File: src/rtl/mpeg_pkg.sv
// mpeg_pkg: shared DCT block geometry and scheduler state encoding
package mpeg_pkg;
  localparam int BLK_DIM = 8;
  localparam int BLK_PIX = 64;
  typedef enum logic [2:0] {IDLE, LAUNCH, WAIT_RDY, HANDOFF, NEXT, DONE, KILL} sched_state_t;
endpackage

File: src/rtl/dct_blk_addr_gen.sv
// dct_blk_addr_gen: raster walk over 8x8 blocks producing each block's source base address
module dct_blk_addr_gen
  import mpeg_pkg::*;
#(
  parameter int ADDR_W = 16,
  parameter int BLK_W  = 6
) (
  input  logic              clk,
  input  logic              rst_in,
  input  logic              clr,
  input  logic              step,
  input  logic [BLK_W-1:0]  cols,
  input  logic [BLK_W-1:0]  rows,
  output logic [ADDR_W-1:0] src_base,
  output logic [BLK_W-1:0]  blk_x,
  output logic [BLK_W-1:0]  blk_y,
  output logic              last_blk
);
  logic [ADDR_W-1:0] col_off, row_base;
  logic x_more, y_more;
  assign x_more   = blk_x < cols - BLK_W'(1);
  assign y_more   = blk_y < rows - BLK_W'(1);
  assign last_blk = !x_more && !y_more;
  assign src_base = row_base + col_off;
  always_ff @(posedge clk or negedge rst_in)
    if (!rst_in) begin
      blk_x    <= '0;
      blk_y    <= '0;
      col_off  <= '0;
      row_base <= '0;
    end else if (clr) begin
      blk_x    <= '0;
      blk_y    <= '0;
      col_off  <= '0;
      row_base <= '0;
    end else if (step && x_more) begin
      blk_x   <= blk_x + 1'b1;
      col_off <= col_off + ADDR_W'(BLK_DIM);
    end else if (step && y_more) begin
      blk_x    <= '0;
      col_off  <= '0;
      blk_y    <= blk_y + 1'b1;
      row_base <= row_base + ADDR_W'(cols) * ADDR_W'(BLK_PIX);
    end
endmodule

File: src/rtl/dct_block_scheduler.sv
// dct_block_scheduler: frame sequencer launching the DCT engine per block with handoff, abort and watchdog
module dct_block_scheduler
  import mpeg_pkg::*;
#(
  parameter int ADDR_W  = 16,
  parameter int BLK_W   = 6,
  parameter int TIMEOUT = 4096,
  parameter int TO_W    = 13
) (
  input  logic              clk,
  input  logic              rst_in,
  input  logic              frame_start,
  input  logic              abort,
  input  logic [BLK_W-1:0]  cfg_blk_cols,
  input  logic [BLK_W-1:0]  cfg_blk_rows,
  output logic              busy,
  output logic              frame_done,
  output logic              timeout_err,
  output logic              dct_start,
  input  logic              dct_ready,
  output logic              dct_rst_n,
  output logic [ADDR_W-1:0] src_base,
  output logic [BLK_W-1:0]  blk_x,
  output logic [BLK_W-1:0]  blk_y,
  output logic              res_valid,
  input  logic              res_ack
);
  sched_state_t state, state_d;
  logic [BLK_W-1:0] cols_q, rows_q;
  logic [TO_W-1:0]  wd;
  logic ready_q, kill_q, kill_d, accept, rdy_evt, wd_trip, last_blk;
  assign accept     = state == IDLE && frame_start;
  assign rdy_evt    = dct_ready && !ready_q;
  assign wd_trip    = wd == TO_W'(TIMEOUT - 1);
  assign busy       = state != IDLE;
  assign frame_done = state == DONE;
  assign dct_start  = state == LAUNCH;
  assign res_valid  = state == HANDOFF;
  // second KILL cycle is marked by kill_q; a repeated abort restarts the stretch
  assign kill_d     = state == KILL && !abort && !kill_q;
  always_comb begin
    state_d = state;
    case (state)
      IDLE:     if (frame_start) state_d = (cfg_blk_cols == '0 || cfg_blk_rows == '0) ? DONE : LAUNCH;
      LAUNCH:   state_d = WAIT_RDY;
      WAIT_RDY: state_d = rdy_evt ? HANDOFF : wd_trip ? KILL : WAIT_RDY;
      HANDOFF:  if (res_ack) state_d = NEXT;
      NEXT:     state_d = last_blk ? DONE : LAUNCH;
      DONE:     state_d = IDLE;
      KILL:     if (kill_q) state_d = IDLE;
      default:  state_d = IDLE;
    endcase
    if (abort && state != IDLE) state_d = KILL;
  end
  always_ff @(posedge clk or negedge rst_in)
    if (!rst_in) begin
      state       <= IDLE;
      cols_q      <= '0;
      rows_q      <= '0;
      wd          <= '0;
      ready_q     <= 1'b0;
      kill_q      <= 1'b0;
      timeout_err <= 1'b0;
      dct_rst_n   <= 1'b1;
    end else begin
      state       <= state_d;
      ready_q     <= dct_ready;
      kill_q      <= kill_d;
      wd          <= state == WAIT_RDY ? wd + 1'b1 : '0;
      dct_rst_n   <= state_d != KILL;
      cols_q      <= accept ? cfg_blk_cols : cols_q;
      rows_q      <= accept ? cfg_blk_rows : rows_q;
      timeout_err <= accept ? 1'b0 : (state == WAIT_RDY && wd_trip && !rdy_evt && !abort) ? 1'b1 : timeout_err;
    end
  dct_blk_addr_gen #(.ADDR_W(ADDR_W), .BLK_W(BLK_W)) u_addr (
    .clk      (clk),
    .rst_in   (rst_in),
    .clr      (accept),
    .step     (state == NEXT),
    .cols     (cols_q),
    .rows     (rows_q),
    .src_base (src_base),
    .blk_x    (blk_x),
    .blk_y    (blk_y),
    .last_blk (last_blk)
  );
endmodule

File: config.mk
export PLATFORM = sky130hd
export DESIGN_NAME = dct_block_scheduler
export DESIGN_NICKNAME = d
export VERILOG_FILES = /design/src/rtl/mpeg_pkg.sv /design/src/rtl/dct_blk_addr_gen.sv /design/src/rtl/dct_block_scheduler.sv
export SDC_FILE = /design/constraint.sdc
export NUM_CORES = 1
export LEC_CHECK = 0
export CAP_MARGIN = 10
export CORE_MARGIN = 3
export CORE_UTILIZATION = 50
export CTS_BUF_LIST = sky130_fd_sc_hd__clkbuf_2 sky130_fd_sc_hd__clkbuf_4 sky130_fd_sc_hd__clkbuf_8
export CTS_CLUSTER_SIZE = 40
export DETAILED_ROUTE_END_ITERATION = 7
export GPL_ROUTABILITY_DRIVEN = 0
export GPL_TIMING_DRIVEN = 0
export PLACE_DENSITY = 0.77
export SLEW_MARGIN = 20
export SYNTH_ARGS = -nofsm -noshare
export SYNTH_HDL_FRONTEND = slang
export SYNTH_HIERARCHICAL = 1
export SYNTH_SLANG_ARGS = --single-unit
File: constraint.sdc
create_clock -name clk -period 5 [get_ports clk]
set_clock_uncertainty 0.1 [all_clocks]
set_input_delay 1.5 -clock clk [delete_from_list [all_inputs] [get_ports clk]]
set_output_delay 1.5 -clock clk [all_outputs]
set_load 0.02 [all_outputs]
==> results of run 1 <==
-- layout by cell type (no fill, tap or decap), types with 4 or more instances in the layout --
master | synthesis | routed
nor2b_1 | 6 | 6
o21ai_0 | 8 | 8
or3_1 | 4 | 4
and3_1 | 12 | 12
a21oi_1 | 36 | 36
a41oi_1 | 7 | 7
nand4_1 | 5 | 5
mux2i_1 | 7 | 7
o21a_1 | 6 | 6
xnor2_1 | 10 | 10
clkbuf_8 | 0 | 10
nand2_1 | 14 | 14
and2_1 | 7 | 7
clkdlybuf4s50_1 | 0 | 47
buf_4 | 5 | 6
xor2_1 | 22 | 22
dfrtp_1 | 66 | 66
clkbuf_1 | 14 | 14
nand3_1 | 9 | 9
nor2_1 | 53 | 53
nor3_1 | 21 | 21
o31ai_1 | 4 | 4
ha_1 | 31 | 31
mux2_2 | 12 | 12
o211ai_1 | 4 | 4
or4_1 | 5 | 5
o21ai_1 | 7 | 7
inv_1 | 14 | 14
-- state kept, by name, summed over array words and instances (netlist names) --
name             flops
kill_q               1
u_addr/blk_y         6
u_addr/row_base     10
u_addr/blk_x         6
rows_q               6
wd                  13
state                3
dct_rst_n            1
cols_q               6
u_addr/col_off      13
timeout_err          1
ready_q              1
-- worst max-delay path: cells and delay by family (launching register included) --
kind	cells	cell delay (ns)
buffers and inverters	1	0.62
AND/OR/NAND/NOR	2	0.63
XOR/XNOR	1	0.13
AO/OA/AOI/OAI	2	0.47
flip-flops	1	0.45
adder cells (fa/ha/maj)	1	0.25
-- layout make-up --
| type | count | area share |
|---|---|---|
| Multi-Input combinational cell | 331 | 0.463 |
| Sequential cell | 67 | 0.334 |
| Timing Repair Buffer | 49 | 0.0990 |
| Buffer | 27 | 0.0291 |
| Clock buffer | 11 | 0.0289 |
| Tap cell | 102 | 0.0254 |
| Clock inverter | 5 | 0.0105 |
| Inverter | 14 | 0.0105 |
-- per-stage QoR --
stage / utilization / total power [uW] / hold WS (ns) / setup WS [ns] / cells
floorplan: - / 1990 / 0.310 / 1.48 / 439
global placement: 0.607 / 2410 / 0.324 / 0.108 / 589
detailed placement: 0.609 / 2470 / 0.325 / 0.862 / 590
CTS: 0.634 / 2940 / 0.335 / 0.480 / 606
global route: 0.634 / 3160 / 0.365 / 0.345 / 606
finish: 0.634 / 2930 / 0.331 / 0.500 / 606
-- metal layers --
| layer | wire [um] | part of all wire | up-vias |
|---|---|---|---|
| met5 | 0 | 0 | - |
| met4 | 121 | 0.013 | 0 |
| met3 | 389 | 0.042 | 14 |
| met2 | 4550 | 0.50 | 69 |
| met1 | 4130 | 0.45 | 1640 |
| li1 | - | - | 1692 |
-- report_power, final --
group          total, uW  internal, uW  switching [uW]
clock network        453           247             206
logic               1590           714             874
registers            889           701             188
total               2930          1660            1270
-- final timing paths --
kind                                                   to  slack (ns)  depth (start not counted)
hold / removal                           kill_q$_DFF_PN0_        0.33                          1
max in group asynchronous             dct_rst_n$_DFF_PN1_        3.26                          2
setup / recovery                             src_base[15]        0.50                          7
setup reg to reg              u_addr/blk_x[0]$_DFFE_PN0P_        1.81                         11
min in group asynchronous  u_addr/col_off[12]$_DFFE_PN0P_        0.96                          1
hold reg to reg                          kill_q$_DFF_PN0_        0.33                          1
-- logic make-up (layout without fill, tap and decap cells) --
| group | after synthesis | in the layout | share of synthesized area |
|---|---|---|---|
| AO/OA/AOI/OAI | 91 | 91 | 0.146 |
| XOR/XNOR | 32 | 32 | 0.0668 |
| adder cells (fa/ha/maj) | 32 | 32 | 0.0972 |
| buffers and inverters | 41 | 106 | 0.0474 |
| flip-flops | 67 | 67 | 0.400 |
| multiplexers | 20 | 20 | 0.0516 |
| other | 1 | 3 | 0.000893 |
| AND/OR/NAND/NOR | 153 | 153 | 0.190 |
==> flow_summary.toml, run 1 <==
[logic_synthesis]
synth_cell_type_count = 60
synth_common_cells = "dfrtp_1, nor2_1, a21oi_1, ha_1, xor2_1"
synth_edf_count = 0
async_flop_share = 1.00
synth.most_common_cell = "dfrtp_1"
yosysTopAreaCell = "dfrtp_1"
synthTopCellsByArea = "dfrtp_1, ha_1, nor2_1, xor2_1, a21oi_1"
yosysWarnings = 6
synth-seq-cells = 67
avgSynthCellArea_um2 = 9.61
syn_inst = 437
synth_ff_type = "dfrtp_1"
synth_top_cell_area_share = 0.393
synth_area_um2 = 4200
ys_seq_area_frac = 0.400

[timing]
relSlewSlack = 0.646
clock.fmax_mhz = 222
rsz0062_at_grt = "no"
final.setup.tns_ns = 0
hold_viol = 0
maxSlewViolCount = 0
fin_crit_sh = 0.900
finalSetupViolCount = 0
worstMarginPinSlew_ns = 0.531
period_needed_ns = 4.50

[finish]
drive_above_1_share = 0.101
fin_nets = 549
multiInputGateArea_um2 = 2330
diodes = 0
design_area_um2 = 5030
seqCellArea_um2 = 1680
nFillCells = 647
area_delta_synth_final_pct = 19.8

[route]
finalWirelength_mm = 9.19
wl_per_cell_um = 15.2
vias = 3415
drc_errors = 0
dr.pass1.iters = 4
via_per_inst = 5.64
drt_iter0_markers = 147
detail-route-antenna-nets = 0

[clock_tree]
cts_tree = "yes"
numCtsBuffers = 9
cts_setup_buffers = 0
clkTransAtPathRegs_ns = 0.08
cts_resized = 0
root_buffer = "clkbuf_8"
clock-sinks = 67
clk_latency_ns = 0.35
cts.path.max_buffers = 2
hold_buffers = 0
cts_max_level = 3

[setup_path]
required_ns = 3.40
r2r_start = "cols_q[2]$_DFFE_PN0P_"
path_class = "reg -> out"
slowest_stage = "clkdlybuf4s50_1"
critPathArrivalTime_ns = 2.90
cp-end-kind = "primary output"
crit_path_start_kind = "flip-flop"
cp_max_fo = 7
path_cells = "ha_1 > or4_1 > o221a_2 > o21a_1 > nor2_1 > xnor2_1 > clkdlybuf4s50_1"
cpPeakStageDelay_ns = 0.62
timing.critical_path.from = "u_addr/col_off[9]$_DFFE_PN0P_"

[die]
start_util = 0.530
chipHeight_um = 97.6
core-area_um2 = 7930
die_x_um = 97.6
die_area_um2 = 9530
fp-row-count = 32
ioPinCount = 52

[placed_design]
io_buffers = 48
placed_cell_area_um2 = 4830
place_hpwl_mm = 6.86

[global_route]
grt_max_degree = 43
grt_pass1_wl_mm = 15.5
use_met1 = 0.246
grt.busiest_layer = "met2"
grt_antenna_before_repair = 0
grt_use_met3 = 0.0488
grtUsageTotal = 0.197
grtUsageMet2 = 0.333
grt_pass1_vias = 3308
grt-ovfl-total = 0

[pwr]
power_density_nw_per_um2 = 583
ir_drop_mv = 0.267
p_leak_uw = 0.00237

[run]
max-cap-violations = 0

[min_path]
min_path_type = "reg -> reg"
min-delay-start = "kill_q$_DFF_PN0_"

[outcome]
status = "complete, no violations"
No activity file was read; power rests on OpenSTA's default activity.
==> run 2: changes to the inputs <==
Settings changed: CORE_ASPECT_RATIO from default to 0.9, GPL_ROUTABILITY_DRIVEN 0 to default.
==> run 2 against run 1 <==
Routed wire length rose by 5.2%. Flip-flop and latch count did not move. Critical path depth did not move. Die area barely moved. Highest routed layer unchanged.
==> flow_summary.toml, run 2 (synthesized netlist as in run 1, its figures left out) <==
[route]
detail-route-antenna-nets = 0
via_per_inst = 5.70
dr.pass1.iters = 4
finalWirelength_mm = 9.67
wl_per_cell_um = 16.0
vias = 3437
drt_iter0_markers = 180
drc_errors = 0

[setup_path]
cp-end-kind = "primary output"
cp_max_fo = 7
r2r_start = "cols_q[2]$_DFFE_PN0P_"
r2r_slack_ns = 1.79
path_class = "reg -> out"
critPathArrivalTime_ns = 2.87
required_ns = 3.40
r2r-end = "u_addr/col_off[14]$_DFFE_PN0P_"
crit_path_start_kind = "flip-flop"
slowest_stage = "clkdlybuf4s50_1"
timing.critical_path.from = "u_addr/col_off[9]$_DFFE_PN0P_"
endpoint = "src_base[15]"
cpPeakStageDelay_ns = 0.61
path_cells = "ha_1 > or4_1 > o221a_2 > o21a_1 > nor2_1 > xnor2_1 > clkdlybuf4s50_1"
r2r_cells = 10

[run]
max-cap-violations = 0

[global_route]
grt-ovfl-total = 0
grt_pass1_vias = 3478
grt_antenna_before_repair = 0
grtUsageTotal = 0.213
grt_max_degree = 49
grt_pass1_wl_mm = 16.1

[clock_tree]
clk_latency_ns = 0.35
numCtsBuffers = 9
cts_resized = 0
cts_tree = "yes"
clkTransAtPathRegs_ns = 0.08
clock-sinks = 67
cts.path.max_buffers = 2
cts_max_level = 3
root_buffer = "clkbuf_8"
hold_buffers = 0
cts_setup_buffers = 0

[die]
die_x_um = 103
start_util = 0.518
die_area_um2 = 9530
core-area_um2 = 8110
fp-row-count = 31
chipHeight_um = 92.9
ioPinCount = 52

[timing]
fin_crit_sh = 0.895
finalSetupViolCount = 0
hold_viol = 0
relSlewSlack = 0.624
period_needed_ns = 4.47
worstMarginPinSlew_ns = 0.564
clock.fmax_mhz = 224
final.setup.tns_ns = 0
rsz0062_at_grt = "no"
worst_slack_ns = 0.527
maxSlewViolCount = 0

[finish]
area_delta_synth_final_pct = 20.9
multiInputGateArea_um2 = 2330
drive_above_1_share = 0.101
diodes = 0
top_regs = "u_addr/col_off x13, wd x13, u_addr/row_base x10"
fin_nets = 549
nFillCells = 705
mostFrequentLayoutCell = "dfrtp_1"
seqCellArea_um2 = 1680
mostFrequentLayoutCells = "dfrtp_1, nor2_1, clkdlybuf4s50_1, a21oi_1, ha_1"

[placed_design]
gp_congestion = 0.870
dp_worst_setup_slack_ns = 0.879
io_buffers = 48
place_hpwl_mm = 7.10

[outcome]
status = "complete, no violations"

[min_path]
min_path_cells = 1
min_path_type = "reg -> reg"

[pwr]
power_density_nw_per_um2 = 602
ir_drop_mv = 0.244
p_leak_uw = 0.00239
-- run 2: changes by cell type in the layout (fill, tap and decap cells not counted), sizes merged --
| cell | previous run | this run |
|---|---|---|
| bufinv | 1 | 3 |
| clkbuf | 26 | 24 |
-- run 2: worst min-delay path by stage --
stage | from | endpoint | slack [ns]
detailed placement | kill_q$_DFF_PN0_ | kill_q$_DFF_PN0_ | 0.33
CTS | kill_q$_DFF_PN0_ | kill_q$_DFF_PN0_ | 0.34
finish | kill_q$_DFF_PN0_ | kill_q$_DFF_PN0_ | 0.34
global placement | kill_q$_DFF_PN0_ | kill_q$_DFF_PN0_ | 0.32
global route | kill_q$_DFF_PN0_ | kill_q$_DFF_PN0_ | 0.36
floorplan | kill_q$_DFF_PN0_ | kill_q$_DFF_PN0_ | 0.31
-- run 2: critical path, delay by kind of cell, from the launching register on --
kind / cells / cell delay (ns)
AND/OR/NAND/NOR: 2 / 0.63
buffers and inverters: 1 / 0.61
AO/OA/AOI/OAI: 2 / 0.47
flip-flops: 1 / 0.45
adder cells (fa/ha/maj): 1 / 0.25
XOR/XNOR: 1 / 0.12
-- run 2: layout make-up --
class                   count  share of cell area
clock buffers               9              0.0244
clock inverters             7              0.0229
flip-flops and latches     67               0.331
well taps                  99              0.0244
inverters                  14              0.0104
multi-input cells         331               0.459
repair buffers             49              0.0996
plain buffers              27              0.0288
-- run 2: routing by layer --
metal	part of all wire	global-route usage
met3	0.040	0.0505
met4	0.012	0.0732
met5	0	0
met1	0.45	0.274
met2	0.50	0.348
-- run 2: power by group --
group | switching, uW | internal (uW)
registers | 189 | 701
clock network | 211 | 330
logic | 900 | 720
total | 1300 | 1750
-- run 2: through the flow --
stage / area (um^2) / utilization / instances / hold WS [ns] / total power, uW
floorplan: 4210 / - / 439 / 0.310 / 1990
global placement: 4810 / 0.593 / 586 / 0.321 / 2410
detailed placement: 4830 / 0.596 / 587 / 0.328 / 2500
CTS: 5070 / 0.626 / 603 / 0.338 / 3060
global route: 5070 / 0.626 / 603 / 0.363 / 3280
finish: 5070 / 0.626 / 603 / 0.338 / 3050
==> run 3: changes to the inputs <==
Settings changed: PLACE_DENSITY 0.77 to 0.73.
==> run 3 against run 2 <==
Clock power is 17% lower. Critical endpoint unchanged. Sequential power hardly changed. Count of clock-buffer cells in the layout is 2 higher. Final cell count stayed put. Sequential share of layout area is 0.28 points higher. Register-to-register slack better by 0.03 ns. Flip-flop and latch count stayed put. Routed wire length is 2.8% lower.
==> flow_summary.toml, run 3 (synthesized netlist as in run 1, its figures left out) <==
[outcome]
status = "complete, no violations"

[die]
die_x_um = 103
chipHeight_um = 92.9
ioPinCount = 52
core-area_um2 = 8110
die_area_um2 = 9530
fp-row-count = 31
start_util = 0.518

[timing]
rsz0062_at_grt = "no"
hold_viol = 0
worstMarginPinSlew_ns = 0.592
maxSlewViolCount = 0
clock.fmax_mhz = 223
finalSetupViolCount = 0
relSlewSlack = 0.605
final.setup.tns_ns = 0
period_needed_ns = 4.48
fin_crit_sh = 0.896

[finish]
diodes = 0
area_delta_synth_final_pct = 19.9
fin_nets = 549
final_util = 0.621
final_cell_count_no_fill = 603
drive_above_1_share = 0.101
mostFrequentLayoutCells = "dfrtp_1, nor2_1, clkdlybuf4s50_1, a21oi_1, ha_1"
mostFrequentLayoutCell = "dfrtp_1"
top_regs = "u_addr/col_off x13, wd x13, u_addr/row_base x10"

[global_route]
grt-ovfl-total = 0
grt_antenna_before_repair = 0
grt_pass1_wl_mm = 15.9
grt_max_degree = 55
grt_pass1_vias = 3381
grtUsageTotal = 0.212

[setup_path]
path_cells = "ha_1 > or4_1 > o221a_2 > o21a_1 > nor2_1 > xnor2_1 > clkdlybuf4s50_1"
cp.depth = 7
r2r_start = "cols_q[1]$_DFFE_PN0P_"
crit_buf_inv = 1
cp_max_fo = 7
endpoint = "src_base[15]"
cpPeakStageDelay_ns = 0.61
required_ns = 3.40
r2r_slack_ns = 1.82
critPathTopFamily = "simple AND/OR/NAND/NOR gates"
path_class = "reg -> out"
timing.critical_path.from = "u_addr/col_off[9]$_DFFE_PN0P_"
slowest_stage = "clkdlybuf4s50_1"
r2r-end = "u_addr/col_off[14]$_DFFE_PN0P_"
critPathArrivalTime_ns = 2.88
crit_path_start_kind = "flip-flop"
r2r_cells = 11
cp-end-kind = "primary output"

[min_path]
min_path_type = "reg -> reg"
min-delay-start = "kill_q$_DFF_PN0_"
min_path_cells = 1

[route]
via_per_inst = 5.71
drt_iter0_markers = 151
dr.pass1.iters = 4
wl_per_cell_um = 15.6
finalWirelength_mm = 9.40
drc_errors = 0
detail-route-antenna-nets = 0
vias = 3442

[placed_design]
gp_congestion = 0.838
place_hpwl_mm = 6.97
io_buffers = 48
dp_cells = 587

[clock_tree]
cts_resized = 0
cts_tree = "yes"
cts.path.max_buffers = 2
hold_buffers = 0
cts_setup_buffers = 0
clkTransAtPathRegs_ns = 0.07
numCtsBuffers = 9
cts_max_level = 3
clk_latency_ns = 0.34
root_buffer = "clkbuf_8"
clock-sinks = 67

[pwr]
ir_drop_mv = 0.279
p_leak_uw = 0.00238
power_density_nw_per_um2 = 584

[run]
max-cap-violations = 0
run 3: cell count changes in the layout (fill, tap and decap cells not counted), sizes merged:
cell,delta
clkbuf,+2
bufinv,-2
run 3: cell type report:
class	instances	area [um^2]
clock inverters	5	52.6
fillers	683	3070
inverters	14	52.6
flip-flops and latches	67	1680
plain buffers	27	146
well taps	99	124
repair buffers	49	505
clock buffers	11	145
multi-input cells	331	2330
run 3: metrics by stage:
| step | worst slack (ns) | total power (uW) | hold WS [ns] | instance area (um^2) |
|---|---|---|---|---|
| floorplan | 1.48 | 1990 | 0.310 | 4210 |
| global placement | 0.0464 | 2420 | 0.324 | 4810 |
| detailed placement | 0.885 | 2490 | 0.331 | 4830 |
| CTS | 0.501 | 2950 | 0.342 | 5030 |
| global route | 0.385 | 3190 | 0.368 | 5030 |
| finish | 0.519 | 2940 | 0.343 | 5030 |
run 3: per-layer routing:
metal / part of all wire / GRT usage / up-vias
met2: 0.49 / 0.341 / 91
met1: 0.45 / 0.277 / 1641
met4: 0.022 / 0.0842 / 0
met3: 0.042 / 0.0444 / 21
li1: - / - / 1689
met5: 0 / 0 / -
run 3: how the worst min path moves through the flow:
stage                            end  slack (ns)
finish              kill_q$_DFF_PN0_        0.34
global route        kill_q$_DFF_PN0_        0.37
CTS                 kill_q$_DFF_PN0_        0.34
detailed placement  kill_q$_DFF_PN0_        0.33
global placement    kill_q$_DFF_PN0_        0.32
floorplan           kill_q$_DFF_PN0_        0.31
run 3: worst register-to-register path: cells and delay by family, from the launching register on:
family / cells / cell delay (ns)
buffers and inverters: 1 / 0.43
XOR/XNOR: 1 / 0.10
AND/OR/NAND/NOR: 3 / 0.81
AO/OA/AOI/OAI: 5 / 0.87
adder cells (fa/ha/maj): 1 / 0.27
flip-flops: 1 / 0.46
run 3: power by group:
| part | internal [uW] | leakage (uW) | switching [uW] |
|---|---|---|---|
| clock | 247 | 0.000103 | 205 |
| combinational | 717 | 0.00140 | 876 |
| sequential | 701 | 0.000878 | 192 |
| total | 1670 | 0.00238 | 1270 |
